===== src/rtl/branch_fetch_controller.sv =====
`default_nettype none
// ============================================================================
// Module      : branch_fetch_controller
// Description : Instruction-fetch PC controller. It handles start, free-run
//               and single-step execution, hazard stalls, branch redirects
//               with an IF/ID flush, and HALT detection. It also keeps
//               saturating counters for cycles and taken branches.
// Revision    : 1.0 - initial release
// ============================================================================
module branch_fetch_controller #(
    parameter int                               CANT_BITS_ADDR        = 11,
    parameter int                               CANT_BITS_INSTRUCTION = 32,
    parameter int                               CANT_BITS_CONTADOR    = 32,
    parameter logic [CANT_BITS_INSTRUCTION-1:0] HALT_INSTRUCTION      = 32'hFFFFFFFF
) (
    input  logic                             i_clock,
    input  logic                             i_reset,
    input  logic                             i_start,
    input  logic                             i_step_mode,
    input  logic                             i_step,
    input  logic                             i_stall,
    input  logic                             i_branch_control,
    input  logic [CANT_BITS_ADDR-1:0]        i_branch_dir,
    input  logic [CANT_BITS_INSTRUCTION-1:0] i_instruction,
    output logic [CANT_BITS_ADDR-1:0]        o_pc,
    output logic [CANT_BITS_ADDR-1:0]        o_adder_pc,
    output logic                             o_flush,
    output logic                             o_running,
    output logic                             o_halted,
    output logic [CANT_BITS_CONTADOR-1:0]    o_cycle_count,
    output logic [CANT_BITS_CONTADOR-1:0]    o_branch_count
);

    typedef enum logic [1:0] {
        ST_IDLE   = 2'd0,
        ST_RUN    = 2'd1,
        ST_HALTED = 2'd2
    } state_t;

    localparam logic [CANT_BITS_ADDR-1:0]     c_pc_one  = {{(CANT_BITS_ADDR-1){1'b0}}, 1'b1};
    localparam logic [CANT_BITS_CONTADOR-1:0] c_cnt_one = {{(CANT_BITS_CONTADOR-1){1'b0}}, 1'b1};

    state_t                          r_state;
    logic [CANT_BITS_ADDR-1:0]       r_pc;
    logic [CANT_BITS_CONTADOR-1:0]   r_cycle_count;
    logic [CANT_BITS_CONTADOR-1:0]   r_branch_count;
    logic                            r_running;
    logic                            r_halted;

    logic                            w_adv;
    logic                            w_is_halt;
    logic [CANT_BITS_ADDR-1:0]       w_adder_pc;
    logic                            w_cycle_sat;
    logic                            w_branch_sat;

    // Advance qualifier and next-sequential PC (wraps naturally at the top)
    always_comb begin
        w_adv        = (r_state == ST_RUN) & ~i_stall & (~i_step_mode | i_step);
        w_is_halt    = (i_instruction == HALT_INSTRUCTION);
        w_adder_pc   = r_pc + c_pc_one;
        w_cycle_sat  = &r_cycle_count;
        w_branch_sat = &r_branch_count;
    end

    // FSM, PC and counters; the flags are registered alongside the state
    always_ff @(posedge i_clock or negedge i_reset) begin
        if (!i_reset) begin
            r_state        <= ST_IDLE;
            r_pc           <= '0;
            r_cycle_count  <= '0;
            r_branch_count <= '0;
            r_running      <= 1'b0;
            r_halted       <= 1'b0;
        end else begin
            case (r_state)
                ST_IDLE, ST_HALTED: begin
                    if (i_start) begin
                        r_state        <= ST_RUN;
                        r_running      <= 1'b1;
                        r_halted       <= 1'b0;
                        r_pc           <= '0;
                        r_cycle_count  <= '0;
                        r_branch_count <= '0;
                    end
                end
                ST_RUN: begin
                    if (w_adv) begin
                        if (!w_cycle_sat) begin
                            r_cycle_count <= r_cycle_count + c_cnt_one;
                        end
                        // A branch squashes the fetched word, so it wins over HALT
                        if (i_branch_control) begin
                            r_pc <= i_branch_dir;
                            if (!w_branch_sat) begin
                                r_branch_count <= r_branch_count + c_cnt_one;
                            end
                        end else if (w_is_halt) begin
                            r_state   <= ST_HALTED;
                            r_running <= 1'b0;
                            r_halted  <= 1'b1;
                        end else begin
                            r_pc <= w_adder_pc;
                        end
                    end
                end
                default: begin
                    r_state   <= ST_IDLE;
                    r_running <= 1'b0;
                    r_halted  <= 1'b0;
                end
            endcase
        end
    end

    // A bubble is inserted only when the redirect actually happens
    always_comb begin
        o_flush = w_adv & i_branch_control;
    end

    assign o_pc           = r_pc;
    assign o_adder_pc     = w_adder_pc;
    assign o_running      = r_running;
    assign o_halted       = r_halted;
    assign o_cycle_count  = r_cycle_count;
    assign o_branch_count = r_branch_count;

endmodule
`default_nettype wire


===== config.mk =====
export PLATFORM = sky130hd
export DESIGN_NAME = branch_fetch_controller
export DESIGN_NICKNAME = d
export VERILOG_FILES = /design/src/rtl/branch_fetch_controller.sv
export SDC_FILE = /design/constraint.sdc
export NUM_CORES = 1
export LEC_CHECK = 0
export BUFFER_PORTS_ARGS = -buffer_cell sky130_fd_sc_hd__buf_4
export CAP_MARGIN = 20
export CORE_MARGIN = 3
export CORE_UTILIZATION = 55
export CTS_CLUSTER_SIZE = 24
export DETAILED_ROUTE_END_ITERATION = 10
export GPL_ROUTABILITY_DRIVEN = 1
export PLACE_DENSITY = 0.85
export SYNTH_ARGS = -nofsm -noshare
export SYNTH_HDL_FRONTEND = slang
export SYNTH_SLANG_ARGS = --single-unit

===== constraint.sdc =====
create_clock -name i_clock -period 3.6 [get_ports i_clock]
set_input_delay 0.72 -clock i_clock [delete_from_list [all_inputs] [get_ports i_clock]]
set_output_delay 0.72 -clock i_clock [all_outputs]
set_load 0.01 [all_outputs]

==> flow_metrics.tcl <==
set metrics [dict create \
    pwr_density_cell_nw_per_um2 370.6 \
    dr_total_vias 5294 \
    vias_per_cell 6.710 \
    maxCapViolCount 0 \
    status "complete, no violations" \
    p_leak_nw 2.673 \
    drtPass1Iterations 5 \
    postRouteAntennaNets 0 \
    synth_edf_count 0 \
    p_int_mw 1.498 \
    cts_buffers 9 \
    hold_viol 0 \
    hold_class "in2async" \
    ys_types 70 \
    max_slew_margin_pct 32.84 \
    root_buffer "clkbuf_8" \
    synth_top_family_by_area "simple AND/OR/NAND/NOR gates" \
    period_minus_slack_ns 2.909 \
    core_sq_um 8464 \
    synth_cells 556 \
    place_congestion 0.9264 \
    die_height_um 100.6 \
    synthSimpleGateAreaFrac_pct 30.10 \
    yosys.area_share.adder_pct 0.7620 \
    gr-total-overflow 0 \
    grt_usage_pct 29.95 \
    tns_ns 0 \
    grt_pass1_vias 4896 \
    crit_path_end_kind "primary output" \
    setup_viol 0 \
    cts.path.max_buffers 2 \
    crit_family "simple AND/OR/NAND/NOR gates" \
    post_cts_resized 0 \
    report.final.slew_viol_count 0 \
    power_mw 2.288 \
    port_buffers 138 \
    routedWlPerCell_um 19.34 \
    die_area_sq_um 10130 \
    worst-path-buf-inv 2 \
    drt_drc_violations_left 0 \
    grt_max_degree 79 \
    async_flop_share_pct 100.0 \
    arrival_ns 2.19 \
    rows 33 \
    ys_seq_area_share_pct 39.62 \
    post_cts_buffers 0 \
    routed_wl_mm 15.26 \
    insertion_delay_ns 0.36 \
    synth_mux_area_share_pct 1.854 \
    htree_levels 3 \
    clkPwrFrac_pct 26.8 \
    drt-initial-drc-count 347 \
    startpoint_type "register" \
    use_met2_pct 48.00 \
    n_fill_cell 651 \
    yosys_warnings 0 \
    final_cells 789 \
    synth_compound_area_share_pct 21.49 \
    drive_above_1_share_pct 27.05 \
    cp_max_fo 15 \
    busiest_layer "met2" \
    post-route-period-util_pct 80.81 \
    crit_required_ns 2.88 \
    path_cells "nand2b_1 > or4_1 > inv_1 > buf_4" \
    synth_ff_type "dfrtp_1" \
    critical_path.slowest_cell "or4_1" \
    power.switching_uw 790.1 \
    die_w_um 100.6 \
    grt_pass1_wl_mm 24.69 \
    io_pins 139 \
    tritoncts "built" \
    initial_core_util_pct 58.20 \
    dp.cells 774 \
    yosys.area.top_type "dfrtp_1" \
    clock_sink_count 78 \
    hold_buffers 0 \
    fin_nets 733 \
    worstSetupPathType "reg2out" \
    vdd_ir_drop_max_mv 0.2739 \
    seqPwrFrac_pct 47.7 \
    grt_use_met1_pct 41.40 \
    netlist.area_leader.share_pct 39.62 \
    max_freq_ghz 0.3437 \
    synth-seq-cells 78 \
    cpPeakStageDelay_ns 0.72 \
    sw_frac_of_total_pct 34.52 \
    area_delta_synth_final_pct 25.35 \
    antenna_found_initial 0 \
    hpwl_mm 10.85 \
    synth_area_sq_um 4926 \
    finalClockSkew_ns 0.01428 \
    diodes 0 \
    worst_pin_slew_ns 1.007 \
    power_frac_comb_pct 25.5 \
    met3_usage_pct 4.498 \
    synth_area_leaders "dfrtp_1 40%, a31oi_1 4.8%, nand4_1 4.4%" \
    synth_xor_area_share_pct 1.600 \
    avgSynthCellArea_sq_um 8.860 \
    rsz0062_at_grt "no" \
    clk_pin_slew_ns 0.09 \
    syn_nets 609 \
]
-- power groups by stage --
stage	sequential, mW	clock, mW	combinational (mW)
floorplan	1.11	0	0.257
global placement	1.10	0	0.573
detailed placement	1.11	0	0.586
CTS	1.09	0.612	0.587
global route	1.11	0.648	0.640
finish	1.09	0.612	0.584
-- placed cells by master, fill, tap and decap left out, types with 9 or more instances in the layout --
cell type,netlist,final
a21oi_1,14,14
a31oi_1,38,38
and3_1,12,12
and4_1,18,18
buf_4,3,149
clkbuf_8,0,9
dfrtp_1,78,78
inv_1,12,12
nand2_1,36,36
nand3_1,41,41
nand4_1,35,35
nor2_1,28,27
nor3_1,24,24
nor4_1,9,9
o211ai_1,9,9
o21ai_0,26,26
o31ai_1,14,14
-- layer usage --
| metal | wire length [um] | up-vias |
|---|---|---|
| met5 | 0 | - |
| met4 | 387 | 0 |
| met3 | 1235 | 41 |
| met2 | 7269 | 282 |
| met1 | 6370 | 2542 |
| li1 | - | 2429 |
-- final cells by class --
class | instances | area, sq um | area share [%]
clock buffer | 9 | 123.9 | 2.006
multi-input combinational | 429 | 2754 | 44.60
tap | 105 | 131.4 | 2.128
sequential | 78 | 1952 | 31.61
timing repair buffer | 149 | 1119 | 18.12
clock inverter | 6 | 46.29 | 0.7497
inverter | 13 | 48.80 | 0.7903
-- cell usage after synthesis, types with 4 or more instances --
cell type,n
or2_2,5
and2_1,8
nand3_1,41
buf_2,11
nor2_1,28
o2bb2ai_1,4
a21o_1,5
nand3b_1,6
a221o_1,4
inv_1,12
nor2b_1,4
mux2i_1,8
o21ai_0,26
and3_1,12
nand2_1,36
o31ai_1,14
nor3_1,24
a21oi_1,14
and4_1,18
xnor2_1,7
nand4b_1,4
clkbuf_1,18
nand2b_1,8
nand4_1,35
a31oi_1,38
a41oi_1,6
a211o_1,8
dfrtp_1,78
o211ai_1,9
nor4_1,9
-- logic make-up after synthesis --
logic type	after synthesis
buffers and inverters	49
AOI/OAI and AO/OA	152
adders and majority gates	3
xor gates and xnor gates	9
and+or+nand+nor	256
DFF	78
muxes	9
-- final timing paths --
check / start / endpoint / slack, ns / depth (start not counted)
setup reg to reg: o_cycle_count[0]$_DFFE_PN0P_ / o_cycle_count[29]$_DFFE_PN0P_ / 0.95 / 7
hold / removal: i_reset / o_branch_count[14]$_DFFE_PN0P_ / 0.50 / 1
min in group i_clock: r_state[0]$_DFFE_PN0P_ / o_running$_DFFE_PN0P_ / 0.51 / 1
max in group asynchronous: i_reset / o_cycle_count[14]$_DFFE_PN0P_ / 2.43 / 1
setup / recovery: r_state[1]$_DFFE_PN0P_ / o_flush / 0.69 / 4
hold reg to reg: r_state[0]$_DFFE_PN0P_ / o_running$_DFFE_PN0P_ / 0.51 / 1
-- worst register-to-register path: cells and delay by family (launching register included) --
family                   cells  cell delay, ns
AO/OA/AOI/OAI                1            0.32
flip-flops                   1            0.45
buffers and inverters        1            0.21
adder cells (fa/ha/maj)      1            0.23
AND/OR/NAND/NOR              4            1.34
-- sequential cells by signal, summed over array words and instances, names as in the netlist --
| name | count |
|---|---|
| o_cycle_count | 32 |
| r_state | 2 |
| o_pc | 11 |
| o_running | 1 |
| o_branch_count | 32 |
-- stage by stage --
step	setup WS, ns	hold WS, ns	instance area (sq um)	util (%)
finish	0.6909	0.4996	6175	72.95
global route	0.5846	0.5446	6175	72.95
CTS	0.6906	0.5064	6175	72.95
detailed placement	0.9330	0.4916	6005	70.94
global placement	1.001	0.4803	6005	70.94
floorplan	1.219	0.4244	4926	-
(Power assumes the default switching activity.)
